**config.mk**
```make
export PLATFORM = sky130hd
export DESIGN_NAME = complete_bipartite_valve_sequencer
export DESIGN_NICKNAME = d
export VERILOG_FILES = /design/src/rtl/complete_bipartite_valve_sequencer_pkg.sv /design/src/rtl/complete_bipartite_valve_sequencer_valve_req_fifo.sv /design/src/rtl/complete_bipartite_valve_sequencer.sv
export SDC_FILE = /design/constraint.sdc
export NUM_CORES = 1
export LEC_CHECK = 0
export CORE_UTILIZATION = 37
export CTS_BUF_LIST = sky130_fd_sc_hd__clkbuf_8
export CTS_CLUSTER_DIAMETER = 80
export CTS_CLUSTER_SIZE = 24
export DETAILED_ROUTE_END_ITERATION = 12
export PLACE_DENSITY = 0.55
export SETUP_SLACK_MARGIN = 0.5
export SLEW_MARGIN = 20
export SYNTH_ARGS = -nofsm -noshare
export SYNTH_HDL_FRONTEND = slang
export SYNTH_SLANG_ARGS = --single-unit
```
**constraint.sdc**
```tcl
create_clock -name clk -period 6.5 [get_ports clk]
set_input_delay 0.65 -clock clk [delete_from_list [all_inputs] [get_ports clk]]
set_output_delay 0.65 -clock clk [all_outputs]
set_load 0.03 [all_outputs]
```
**src/rtl/complete_bipartite_valve_sequencer_pkg.sv**
```systemverilog
// Shared types for the 4x4 complete bipartite valve sequencer: phase enum,
// queued request record and the fabric edge index helper.
package complete_bipartite_valve_sequencer_pkg;

  typedef enum logic [1:0] {
    ST_IDLE   = 2'd0,
    ST_SETTLE = 2'd1,
    ST_FLOW   = 2'd2,
    ST_FLUSH  = 2'd3
  } seq_state_t;

  typedef struct packed {
    logic [1:0] src;
    logic [1:0] dst;
    logic [7:0] dur;
  } valve_req_t;

  localparam int REQ_W = $bits(valve_req_t);

  // Edge input_src -> output_dst maps to valve bit src*4+dst.
  function automatic logic [3:0] edge_idx(input logic [1:0] src, input logic [1:0] dst);
    return {src, dst};
  endfunction

endpackage

```
**src/rtl/complete_bipartite_valve_sequencer_valve_req_fifo.sv**
```systemverilog
// Synchronous FIFO holding pending valve requests; pointers wrap modulo DEPTH.
// Push is ignored when full and pop is ignored when empty.
module valve_req_fifo #(
  parameter int WIDTH = 12,
  parameter int DEPTH = 4,
  localparam int AW = $clog2(DEPTH)
) (
  input  logic             clk,
  input  logic             rst_n,
  input  logic             push,
  input  logic [WIDTH-1:0] wdata,
  input  logic             pop,
  output logic [WIDTH-1:0] rdata,
  output logic             full,
  output logic             empty,
  output logic [AW:0]      count
);

  logic [WIDTH-1:0] mem [DEPTH];
  logic [AW-1:0]    wr_ptr;
  logic [AW-1:0]    rd_ptr;
  logic             do_push;
  logic             do_pop;

  assign full    = (count == (AW+1)'(DEPTH));
  assign empty   = (count == '0);
  assign do_push = push && !full;
  assign do_pop  = pop && !empty;
  assign rdata   = mem[rd_ptr];

  always_ff @(posedge clk) begin
    if (do_push) mem[wr_ptr] <= wdata;
  end

  always_ff @(posedge clk) begin
    if (!rst_n) begin
      wr_ptr <= '0;
      rd_ptr <= '0;
      count  <= '0;
    end else begin
      if (do_push) wr_ptr <= wr_ptr + AW'(1);
      if (do_pop)  rd_ptr <= rd_ptr + AW'(1);
      case ({do_push, do_pop})
        2'b10:   count <= count + (AW+1)'(1);
        2'b01:   count <= count - (AW+1)'(1);
        default: count <= count;
      endcase
    end
  end

endmodule

```
**src/rtl/complete_bipartite_valve_sequencer.sv**
```systemverilog
// Queues edge-open requests for a 4x4 complete bipartite valve fabric and runs
// each one as SETTLE -> FLOW -> FLUSH with a single registered valve bit open.
module complete_bipartite_valve_sequencer
  import complete_bipartite_valve_sequencer_pkg::*;
#(
  parameter int SETTLE_CYCLES = 4,
  parameter int FLUSH_CYCLES  = 2,
  parameter int FIFO_DEPTH    = 4
) (
  input  logic                        clk,
  input  logic                        rst_n,
  input  logic                        req_valid,
  output logic                        req_ready,
  input  logic [1:0]                  req_src,
  input  logic [1:0]                  req_dst,
  input  logic [7:0]                  req_dur,
  output logic [15:0]                 valve_en,
  output logic                        busy,
  output logic                        done,
  output logic [$clog2(FIFO_DEPTH):0] pending
);

  seq_state_t state, state_nxt;
  logic [7:0] cnt, cnt_nxt;
  valve_req_t cur, cur_nxt;
  valve_req_t req_in;
  valve_req_t fifo_head;
  logic [15:0] valve_nxt;
  logic       ready_en;
  logic       fifo_full;
  logic       fifo_empty;
  logic       fifo_pop;

  assign req_in    = '{src: req_src, dst: req_dst, dur: req_dur};
  // ready_en holds req_ready low for the cycle right after a reset edge
  assign req_ready = ready_en && !fifo_full;

  valve_req_fifo #(
    .WIDTH (REQ_W),
    .DEPTH (FIFO_DEPTH)
  ) u_fifo (
    .clk   (clk),
    .rst_n (rst_n),
    .push  (req_valid && req_ready),
    .wdata (req_in),
    .pop   (fifo_pop),
    .rdata (fifo_head),
    .full  (fifo_full),
    .empty (fifo_empty),
    .count (pending)
  );

  always_ff @(posedge clk) begin
    if (!rst_n) begin
      state    <= ST_IDLE;
      cnt      <= '0;
      cur      <= '0;
      valve_en <= '0;
      ready_en <= 1'b0;
    end else begin
      state    <= state_nxt;
      cnt      <= cnt_nxt;
      cur      <= cur_nxt;
      valve_en <= valve_nxt;
      ready_en <= 1'b1;
    end
  end

  always_comb begin
    state_nxt = state;
    cnt_nxt   = (cnt != 8'd0) ? cnt - 8'd1 : cnt;
    cur_nxt   = cur;
    fifo_pop  = 1'b0;
    case (state)
      ST_IDLE: begin
        if (!fifo_empty) begin
          fifo_pop  = 1'b1;
          cur_nxt   = fifo_head;
          state_nxt = ST_SETTLE;
          cnt_nxt   = 8'(SETTLE_CYCLES - 1);
        end
      end
      ST_SETTLE: begin
        if (cnt == 8'd0) begin
          if (cur.dur != 8'd0) begin
            state_nxt = ST_FLOW;
            cnt_nxt   = cur.dur - 8'd1;
          end else begin
            state_nxt = ST_FLUSH;
            cnt_nxt   = 8'(FLUSH_CYCLES - 1);
          end
        end
      end
      ST_FLOW: begin
        if (cnt == 8'd0) begin
          state_nxt = ST_FLUSH;
          cnt_nxt   = 8'(FLUSH_CYCLES - 1);
        end
      end
      ST_FLUSH: begin
        if (cnt == 8'd0) state_nxt = ST_IDLE;
      end
      default: state_nxt = ST_IDLE;
    endcase

    // Valve drive follows the next phase so the open bit is registered
    valve_nxt = '0;
    if (state_nxt == ST_SETTLE || state_nxt == ST_FLOW)
      valve_nxt = 16'd1 << edge_idx(cur_nxt.src, cur_nxt.dst);
  end

  assign busy = (state != ST_IDLE);
  assign done = (state == ST_FLUSH) && (cnt == 8'd0);

endmodule

```
==> out/results.txt <==
R2R depth - 9
RSZ-0062 raised after global routing - no
CP delay by family, top - simple AND/OR/NAND/NOR gates
Max stage delay on crit path - 0.66 ns
Status - finished clean
Die Y-Extent - 106.5 um
Period utilization - 53.38%
Setup WS pre-CTS - 3.421 ns
Sequential-to-total area share from yosys stat - 59.44%
Starting Density - 38.63%
Setup TNS - 0 ns
Core area - 10460 um^2
Initial antenna violation count - 0
Crit Reg-Reg Startpoint - state[1]$_SDFF_PN0_
Rows - 37
WP data required - 5.85 ns
CTS tree - yes
Final WS setup - 3.030 ns
PwrDens - 415.5 nW/um^2
Worst Clk Skew - 0.01386 ns
Slew HR - 45.13%
Setup crit start kind - register
Final hold viol count - 0
Synth async-reset ratio - 0%
Arrival @ worst endpoint - 2.82 ns
Vias in the first global route - 2529
# H-tree levels - 3
Final Critical Period - 3.470 ns
Lkg Pwr - 1.575 nW
# nets final - 390
Layout fillers - 987
WP buf/inv - 2
Max Clock Freq - 288.2 MHz
IO Pins - 37
Remaining DRCs - 0
Max_cap viols - 0
Pin count of the biggest net entering global routing - 27
GR Overflow Total - 0
GPL Wtd Cong - 0.7898
Iter 0 DRT Violations - 100
HP Class - reg -> reg
Syn Nets - 357
Crit path cell chain - inv_1 > ha_1 > nor3b_1 > and2_1 > and3_1 > clkdlybuf4s50_1
DIE AREA - 11340 um^2
Layout area overhead - 16.10%
RR Endpoint - u_fifo.count[2]$_SDFFE_PN0P_
Post-Layout Cell Count - 506
Hold Path Stages - 2
Syn Inst Count - 332
Post-route ant nets - 0
FF-to-FF setup slack - 3.44 ns
CTS Buf Count - 9
Total number of vias - 2554
Fin. max-slew vios - 0
Postcts setup bufs - 0
Ant diodes - 0
Mean Syn Cell Area - 12.17 um^2
Max Root-Sink Buffers - 2
Die W - 106.5 um
Dominant cells by area after synthesis - edfxtp_1 36%, dfxtp_1 24%, mux4_2 6.7%, nand2_1 2.9%, ha_1 2.8%
Num Clock Sinks - 96
First-pass GRT wire length - 12780 um
Netlist cell types - 50
Crit. End Element - output port
Ys Warns - 0
Crit path max fanout - 11
1st-pass router iterations - 4
Hold WS - 0.4771 ns
DRT Wirelength - 7540 um
Resize count post-CTS - 0
Hold Path Origin - cur[8]$_SDFF_PN0_
Overall routing resource usage - 14.66%
Drt wl/cell - 14.90 um
Slowest cell on crit path - clkdlybuf4s50_1
Worst vdd ir - 141.5 uV
WS Path Type - reg -> out
Cell area after synthesis - 4041 um^2
Layout cells sized above 1 - 8.919%
Clk_lat worst skew - 0.36 ns
DP Wirelength - 5187 um
Yosys top cell area share - 35.67%
Vias per cell - 5.047
IO buf count - 36
Hold Buf Count CTS - 0
Tightest Pin Transition - 0.8219 ns
WHS Endpoint - cur[8]$_SDFF_PN0_
Final setup violating endpoints - 0
Yosys top cell by area - edfxtp_1
Root buf cell - clkbuf_8
FF+latch count, synth - 96
Inst Count DP - 490
Main synth FF type - edfxtp_1
Post-synth EDFFs - 48
Clock Pin Slew Worst Setup and Hold Paths - 0.10 ns
-- registers in the layout, summed over array words and instances (netlist names), named ones only --
signal / cells
cnt: 8
cur: 12
u_fifo.mem: 48
valve_en: 16
state: 2
u_fifo.rd_ptr: 2
u_fifo.wr_ptr: 2
ready_en: 1
u_fifo.count: 3
-- per-stage QoR --
step,instance area (um^2),utilization [%],power (mW)
after floorplan,4041,-,1.425
after detailed placement,4508,43.09,1.597
final,4692,44.85,1.950
after global routing,4692,44.85,2.095
after CTS,4692,44.85,1.970
after global placement,4508,43.09,1.599
-- power by group --
part           leakage, nW  total, mW  internal, mW  switching, mW
combinational        0.653      0.764         0.311          0.453
clock               0.0955      0.368         0.147          0.221
sequential           0.827      0.818         0.720         0.0987
total                 1.58       1.95          1.18          0.772
-- synthesized netlist by cell type, drive strengths merged (6+ instances only) --
cell / instances
inv: 20
nand2: 31
ha: 9
dfxtp: 48
o21ai: 7
nor4b: 6
nor3: 19
edfxtp: 48
nor2: 13
or3: 7
a21oi: 22
mux4: 12
a31oi: 7
clkbuf: 9
-- worst max path at each step --
stage,start,end,slack (ns),cells after the start
after CTS,cnt[0]$_SDFF_PN0_,done,3.01,6
after global routing,cnt[0]$_SDFF_PN0_,done,2.80,6
after detailed placement,cnt[0]$_SDFF_PN0_,done,3.42,6
after floorplan,u_fifo.count[0]$_SDFFE_PN0P_,u_fifo.count[2]$_SDFFE_PN0P_,3.75,11
after global placement,cnt[0]$_SDFF_PN0_,done,3.48,6
final,cnt[0]$_SDFF_PN0_,done,3.03,6
-- layout by cell type (no fill, tap or decap), types with 7 or more instances in the layout --
master           count
ha_1                 9
a21oi_1             22
inv_1               19
a31oi_1              7
clkbuf_8             9
edfxtp_1            48
nand2_1             31
nor3_1              19
nor2_1              13
clkdlybuf4s50_1     36
mux4_2              12
dfxtp_1             48
-- area by class of cell --
cell class / count / area (um^2) / share of cell area [%]
Timing Repair Buffer: 36 / 360.3 / 7.680
Multi-Input combinational cell: 202 / 1500 / 31.97
Sequential cell: 96 / 2402 / 51.20
Clock inverter: 7 / 60.06 / 1.280
Clock buffer: 9 / 123.9 / 2.640
Tap cell: 136 / 170.2 / 3.627
Inverter: 20 / 75.07 / 1.600
-- worst reg2reg max path: stages, from the launching register on --
cell	delay, ns
dfxtp_1	0.43
nor2_1	0.38
nand2_1	0.43
inv_2	0.46
ha_1	0.26
inv_1	0.06
fa_1	0.38
xor2_1	0.17
or3_1	0.30
a21oi_1	0.13
-- kinds of logic (layout without fill, tap and decap cells) --
group                      Yosys count  after routing  synth area share [%]
and+or+nand+nor                    107            107                 14.02
DFF                                 96             96                 59.44
AOI/OAI and AO/OA                   60             60                 10.16
buffers and inverters               34             72                 3.436
muxes                               16             16                 7.709
adders and majority gates           10             10                 3.282
xor gates and xnor gates             9              9                 1.950
-- metal layers --
metal / wire length [um] / up-vias / part of all wire [%] / track usage [%]
met3: 298 / 10 / 4.0 / 3.985
met4: 86 / 0 / 1.1 / 4.501
met1: 3676 / 1188 / 49 / 20.05
li1: - / 1308 / - / -
met2: 3479 / 48 / 46 / 22.68
met5: 0 / - / 0 / 0
Power figures use the tool's default switching activity.
